File: src/rtl/mult_arb_pkg.sv
// Shared widths and helpers for the multiplier-sharing arbiter.
package mult_arb_pkg;

  localparam int DATA_W = 16;
  localparam int PROD_W = 32;
  localparam int CNT_W  = 32;

  function automatic int next_ptr(input int g, input int n);
    return (g + 1) % n;
  endfunction

endpackage

File: src/rtl/ALM_SOA5.sv
// 16x16 approximate logarithmic multiplier: Mitchell log/antilog with the low
// 5 bits of the mantissa adder replaced by a set-one adder; result truncated.
module ALM_SOA5 (
  input  logic [15:0] a,
  input  logic [15:0] b,
  output logic [31:0] p
);

  logic [3:0]  ka, kb;
  logic [9:0]  fa, fb;
  logic [10:0] hi;
  logic [4:0]  k;
  logic [15:0] m;

  always_comb begin
    ka = '0;
    kb = '0;
    for (int i = 0; i < 16; i++) begin
      if (a[i]) ka = 4'(i);
      if (b[i]) kb = 4'(i);
    end
    // upper 10 fraction bits after normalising the leading one to bit 15
    fa = 10'((a << (4'd15 - ka)) >> 5);
    fb = 10'((b << (4'd15 - kb)) >> 5);
    hi = {1'b0, fa} + {1'b0, fb};
    k  = {1'b0, ka} + {1'b0, kb} + {4'b0, hi[10]};
    m  = {1'b1, hi[9:0], 5'b11111};
    if (a == 16'd0 || b == 16'd0) p = '0;
    else                          p = 32'(({32'b0, m} << k) >> 15);
  end

endmodule

File: src/rtl/rr_arbiter.sv
// Round-robin arbiter: first requester at or above ptr (modulo NREQ) wins.
module rr_arbiter #(
  parameter int NREQ = 4,
  parameter int IDW  = $clog2(NREQ)
) (
  input  logic [NREQ-1:0] req,
  input  logic [IDW-1:0]  ptr,
  input  logic            en,
  output logic [NREQ-1:0] grant,
  output logic [IDW-1:0]  grant_idx
);

  logic           found;
  logic [IDW-1:0] idx;

  always_comb begin
    grant     = '0;
    grant_idx = '0;
    found     = 1'b0;
    idx       = '0;
    for (int k = 0; k < NREQ; k++) begin
      idx = IDW'((int'(ptr) + k) % NREQ);
      if (!found && req[idx]) begin
        found     = 1'b1;
        grant_idx = idx;
      end
    end
    if (en && found) grant[grant_idx] = 1'b1;
  end

endmodule

File: src/rtl/mult_share_arb.sv
// Shares one ALM_SOA5 among NREQ requesters through a two-stage pipeline
// (operand register, product register) with round-robin arbitration.
module mult_share_arb
  import mult_arb_pkg::*;
#(
  parameter int NREQ = 4,
  parameter int IDW  = $clog2(NREQ)
) (
  input  logic                   clk,
  input  logic                   rst_n,
  input  logic [NREQ-1:0]        req_valid,
  output logic [NREQ-1:0]        req_ready,
  input  logic [NREQ*DATA_W-1:0] req_x,
  input  logic [NREQ*DATA_W-1:0] req_y,
  output logic                   rsp_valid,
  input  logic                   rsp_ready,
  output logic [PROD_W-1:0]      rsp_p,
  output logic [IDW-1:0]         rsp_id,
  output logic                   busy,
  output logic [CNT_W-1:0]       op_count
);

  logic              s1_valid;
  logic [DATA_W-1:0] s1_x, s1_y;
  logic [IDW-1:0]    s1_id;
  logic [IDW-1:0]    ptr;
  logic [NREQ-1:0]   grant;
  logic [IDW-1:0]    grant_idx;
  logic              adv1, adv2, accept;
  logic [DATA_W-1:0] sel_x, sel_y;
  logic [PROD_W-1:0] alm_p;

  assign adv2 = !rsp_valid || rsp_ready;
  assign adv1 = !s1_valid || adv2;

  // gating with rst_n keeps req_ready low during the reset cycle
  rr_arbiter #(.NREQ(NREQ), .IDW(IDW)) u_arb (
    .req       (req_valid),
    .ptr       (ptr),
    .en        (adv1 && rst_n),
    .grant     (grant),
    .grant_idx (grant_idx)
  );

  assign req_ready = grant;
  assign accept    = |grant;
  assign busy      = s1_valid | rsp_valid;

  always_comb begin
    sel_x = '0;
    sel_y = '0;
    for (int i = 0; i < NREQ; i++) begin
      if (grant_idx == IDW'(i)) begin
        sel_x = req_x[i*DATA_W +: DATA_W];
        sel_y = req_y[i*DATA_W +: DATA_W];
      end
    end
  end

  ALM_SOA5 u_mult (
    .a (s1_x),
    .b (s1_y),
    .p (alm_p)
  );

  always_ff @(posedge clk) begin
    if (!rst_n) begin
      s1_valid  <= 1'b0;
      s1_x      <= '0;
      s1_y      <= '0;
      s1_id     <= '0;
      ptr       <= '0;
      rsp_valid <= 1'b0;
      rsp_p     <= '0;
      rsp_id    <= '0;
      op_count  <= '0;
    end else begin
      if (adv1) begin
        s1_valid <= accept;
        if (accept) begin
          s1_x  <= sel_x;
          s1_y  <= sel_y;
          s1_id <= grant_idx;
        end
      end
      if (accept) ptr <= IDW'(next_ptr(int'(grant_idx), NREQ));
      if (adv2) begin
        rsp_valid <= s1_valid;
        rsp_p     <= alm_p;
        rsp_id    <= s1_id;
      end
      if (rsp_valid && rsp_ready) op_count <= op_count + 32'd1;
    end
  end

endmodule

File: config.mk
export PLATFORM = sky130hd
export DESIGN_NAME = mult_share_arb
export DESIGN_NICKNAME = d
export VERILOG_FILES = /design/src/rtl/mult_arb_pkg.sv /design/src/rtl/ALM_SOA5.sv /design/src/rtl/rr_arbiter.sv /design/src/rtl/mult_share_arb.sv
export SDC_FILE = /design/constraint.sdc
export NUM_CORES = 1
export LEC_CHECK = 0
export BUFFER_PORTS_ARGS = -buffer_cell sky130_fd_sc_hd__buf_2
export CAP_MARGIN = 10
export CORE_ASPECT_RATIO = 0.7
export CORE_UTILIZATION = 35
export DETAILED_ROUTE_END_ITERATION = 10
export HOLD_SLACK_MARGIN = 0.08
export RECOVER_POWER = 100
export SLEW_MARGIN = 15
export SYNTH_ARGS = -nofsm -noshare
export SYNTH_HDL_FRONTEND = slang
export SYNTH_SLANG_ARGS = --single-unit
File: constraint.sdc
create_clock -name clk -period 11.5 [get_ports clk]
set_input_delay 2.3 -clock clk [delete_from_list [all_inputs] [get_ports clk]]
set_output_delay 2.3 -clock clk [all_outputs]
set_load 0.1 [all_outputs]
==> results.txt <==
----------------------------------------------------
[Logic synthesis]
  Cell types with the largest area share after synthesis ... sky130_fd_sc_hd__dfxtp_1 27%, sky130_fd_sc_hd__nor2_1 8.5%, sky130_fd_sc_hd__mux2i_1 6.2%
  Most instantiated library cell after synthesis ... sky130_fd_sc_hd__nor2_1
  Post-Syn Nets ... 1228
  Total standard cell area after synthesis ... 7790 um2
  Dominant cell type by area after synthesis ... sky130_fd_sc_hd__dfxtp_1
  Register bit count reported by yosys ... 104
  Share of synthesized area occupied by flip-flops and latches ... 26.7%
  Post-synth EDFFs ... 0
  Most used flip-flop cell after synthesis ... sky130_fd_sc_hd__dfxtp_1
  Synthesized area per cell ... 7.27 um2
  Number of standard cells after synthesis ... 1072
  Area share of the largest cell type after synthesis ... 26.7%
  Number of distinct library cell variants in the gate-level netlist after synthesis ... 71
  Most common library cells after synthesis ... 176 x sky130_fd_sc_hd__nor2_1, 104 x sky130_fd_sc_hd__dfxtp_1, 100 x sky130_fd_sc_hd__nand2_1, 80 x sky130_fd_sc_hd__a21oi_1, 77 x sky130_fd_sc_hd__o21ai_0
  Share of synthesized flip-flops with an asynchronous set or reset ... 0%
  Yosys synthesis warning count ... 0

[Hold path]
  Hold Path Cell Cnt ... 2
  Origin of the worst min-delay path ... rsp_p[21]$_SDFFE_PN0P_
  Hold endpoint ... rsp_p[21]$_SDFFE_PN0P_
  Worst hold path class ... flop to flop

[GRT]
  Vias in the first global route ... 7663
  Remaining global-route overflow ... 0
  Largest net degree at the start of global routing ... 85
  Overall global routing resource usage ... 20.4%
  Wire length of the first global-routing pass ... 38.5 mm
  Initial antenna violation count ... 0

[Setup path]
  Critical-path maximum fanout ... 65
  CP endpoint kind ... output pin
  Critical Path Max Stage Delay ... 1.62 ns
  Reg2Reg Depth ... 22
  Worst setup slack for register-to-register paths ... 4.18 ns
  Most Frequent Cell on Critical Path ... sky130_fd_sc_hd__clkbuf_1
  Crit start category ... primary input
  Critical path, cell by cell ... clkbuf_1, a21boi_0, o22ai_1, a21oi_1, ha_2, clkbuf_1, and2_1, buf_2
  Required time at the worst-slack endpoint ... 9.20 ns
  Destination of the worst register-to-register timing path ... rsp_p[3]$_SDFFE_PN0P_
  Crit Path Category ... primary input to output pin
  Critical register-to-register path startpoint ... s1_y[5]$_SDFFE_PN0P_
  CP arrival ... 5.71 ns
  Slowest stage cell, crit path ... sky130_fd_sc_hd__clkbuf_1

[Clock network]
  Root buf cell ... sky130_fd_sc_hd__clkbuf_16
  Hold-fix buffer count after cts ... 0
  H-tree lvl count ... 3
  Total clock buffers created by CTS ... 9
  Setup Buffers After CTS ... 0
  Gates resized, CTS repair ... 0
  Clock latency on the worst-skew pair ... 0.37 ns
  Number of clock sinks ... 104
  Maximum buffer depth of the clock tree ... 2
  Clock transition time at the flip-flop clock pins of the worst setup and hold paths ... 0.07 ns
  CTS tree ... yes

[STA]
  Fin. Hold Viols ... 0
  Clock skew after layout ... 0.0104 ns
  Transition time at the pin with the least slew margin ... 3.75 ns
  Final period util ... 69.7%
  Setup repair after global routing missed its margin ... false
  Final setup violation count ... 0
  Total negative slack for setup checks ... 0 ns
  Maximum frequency from static timing analysis ... 125 MHz
  Max-slew headroom at the worst pin ... -150%
  Final worst path period need ... 8.01 ns
  Pins Over Slew Limit ... 288

[Routing]
  Via count normalized by instance count ... 5.54
  Count of vias placed by the detailed router ... 8376
  WL final ... 23.5 mm
  Antenna-violating nets left ... 0
  Routed length per instance ... 15.5 um
  Number of iterations in the first detailed-routing pass ... 5
  Iter 0 DRT Violations ... 617
  Total DRC errors in the routed layout ... 0

[Floorplan]
  Die width ... 180 um
  DIE AREA ... 22900 um2
  Area of the core ... 21700 um2
  Number of primary I/O pins ... 207
  Total number of placement rows ... 45
  Die extent in y ... 127 um
  Initial standard-cell utilization of the core ... 35.8%

[Cells and area]
  Ratio of cells with drive above 1 in the final layout ... 14.6%
  # diodes ... 0
  Layout overhead on the synthesized area ... 17.8%
  Net total in the final layout ... 1381

[Place]
  Port Buffers ... 206
  Final Wtd Congestion ... 0.937
  DP HPWL ... 17.7 mm

[Outcome]
  Failing checks ... capacitance limit, slew limit
  Status ... finished, violations left

[Run]
  Maximum Capacitance Violations ... 4

----------------------------------------------------
flip-flops by register name (all words and copies together) (netlist names):
name       count
s1_y          16
s1_id          2
ptr            2
s1_valid       1
rsp_id         2
s1_x          16
op_count      32
rsp_valid      1
rsp_p         32
worst max-delay path: cells and delay by family:
family | cells | cell delay, ns
AOI/OAI and AO/OA | 3 | 0.63
adders and majority gates | 1 | 0.24
and+or+nand+nor | 1 | 0.32
buffers and inverters | 3 | 2.22
cell usage in the layout (no fill, tap or decap), types with 10 or more instances in the layout:
cell type                    n
sky130_fd_sc_hd__ha_1       16
sky130_fd_sc_hd__inv_1      27
sky130_fd_sc_hd__o211ai_1   36
sky130_fd_sc_hd__mux2i_1    48
sky130_fd_sc_hd__dfxtp_1   104
sky130_fd_sc_hd__and3_1     11
sky130_fd_sc_hd__nand2_1   100
sky130_fd_sc_hd__a221oi_1   10
sky130_fd_sc_hd__nor3_1     16
sky130_fd_sc_hd__a22o_1     11
sky130_fd_sc_hd__or3_1      10
sky130_fd_sc_hd__nand2b_1   12
sky130_fd_sc_hd__o21ai_0    78
sky130_fd_sc_hd__a22oi_1    47
sky130_fd_sc_hd__nor4_1     11
sky130_fd_sc_hd__clkbuf_1   76
sky130_fd_sc_hd__xor2_1     22
sky130_fd_sc_hd__a21oi_1    81
sky130_fd_sc_hd__buf_2     133
sky130_fd_sc_hd__nor2_1    175
sky130_fd_sc_hd__xnor2_1    14
sky130_fd_sc_hd__nand3_1    29
sky130_fd_sc_hd__o31ai_1    12
layer usage:
| metal | share of wire [%] | global-route usage, % | up-vias |
|---|---|---|---|
| met5 | 0 | 0 | - |
| met4 | 0.80 | 4.52 | 0 |
| met3 | 7.7 | 4.79 | 16 |
| met2 | 42 | 30.2 | 299 |
| met1 | 49 | 29.6 | 3853 |
| li1 | - | - | 4208 |
worst max path at each step:
stage                    startpoint                    end  slack (ns)  cells after the start
2_1_floorplan          req_valid[1]           req_ready[1]        5.22                      6
3_3_place_gp           req_valid[1]           req_ready[1]        4.47                      7
3_5_place_dp   s1_y[5]$_SDFFE_PN0P_  rsp_p[6]$_SDFFE_PN0P_        4.42                     23
4_1_cts        s1_y[5]$_SDFFE_PN0P_  rsp_p[6]$_SDFFE_PN0P_        4.38                     23
5_1_grt                req_valid[1]           req_ready[3]        3.04                      8
6_report               req_valid[1]           req_ready[3]        3.49                      8
cells by family after synthesis:
logic type	after synthesis	synth area share, %
and+or+nand+nor	411	23.7
AOI/OAI and AO/OA	340	29.0
DFF	104	26.7
buffers and inverters	102	5.17
muxes	58	7.76
xor gates and xnor gates	36	4.05
adders and majority gates	21	3.66
stage by stage:
stage	instance area, um2	cells	utilization, %	setup slack, ns	hold slack [ns]
4_1_cts	9290	1512	42.8	4.38	0.452
6_report	9180	1512	42.2	3.49	0.453
5_1_grt	9180	1512	42.2	3.04	0.475
2_1_floorplan	7790	1072	-	5.22	0.436
3_5_place_dp	8970	1496	41.3	4.42	0.438
3_3_place_gp	8970	1496	41.3	4.47	0.428
cell type report:
class / instances / area [um2]
sequential: 104 / 2080
tap: 282 / 353
inverter: 28 / 105
fill: 2308 / 12600
clock buffer: 9 / 225
clock inverter: 7 / 98.8
timing repair buffer: 216 / 1000
multi-input combinational: 866 / 5310
Power is not shown: default switching activity piles up to over one toggle a cycle in this logic, so the estimate is an artifact.
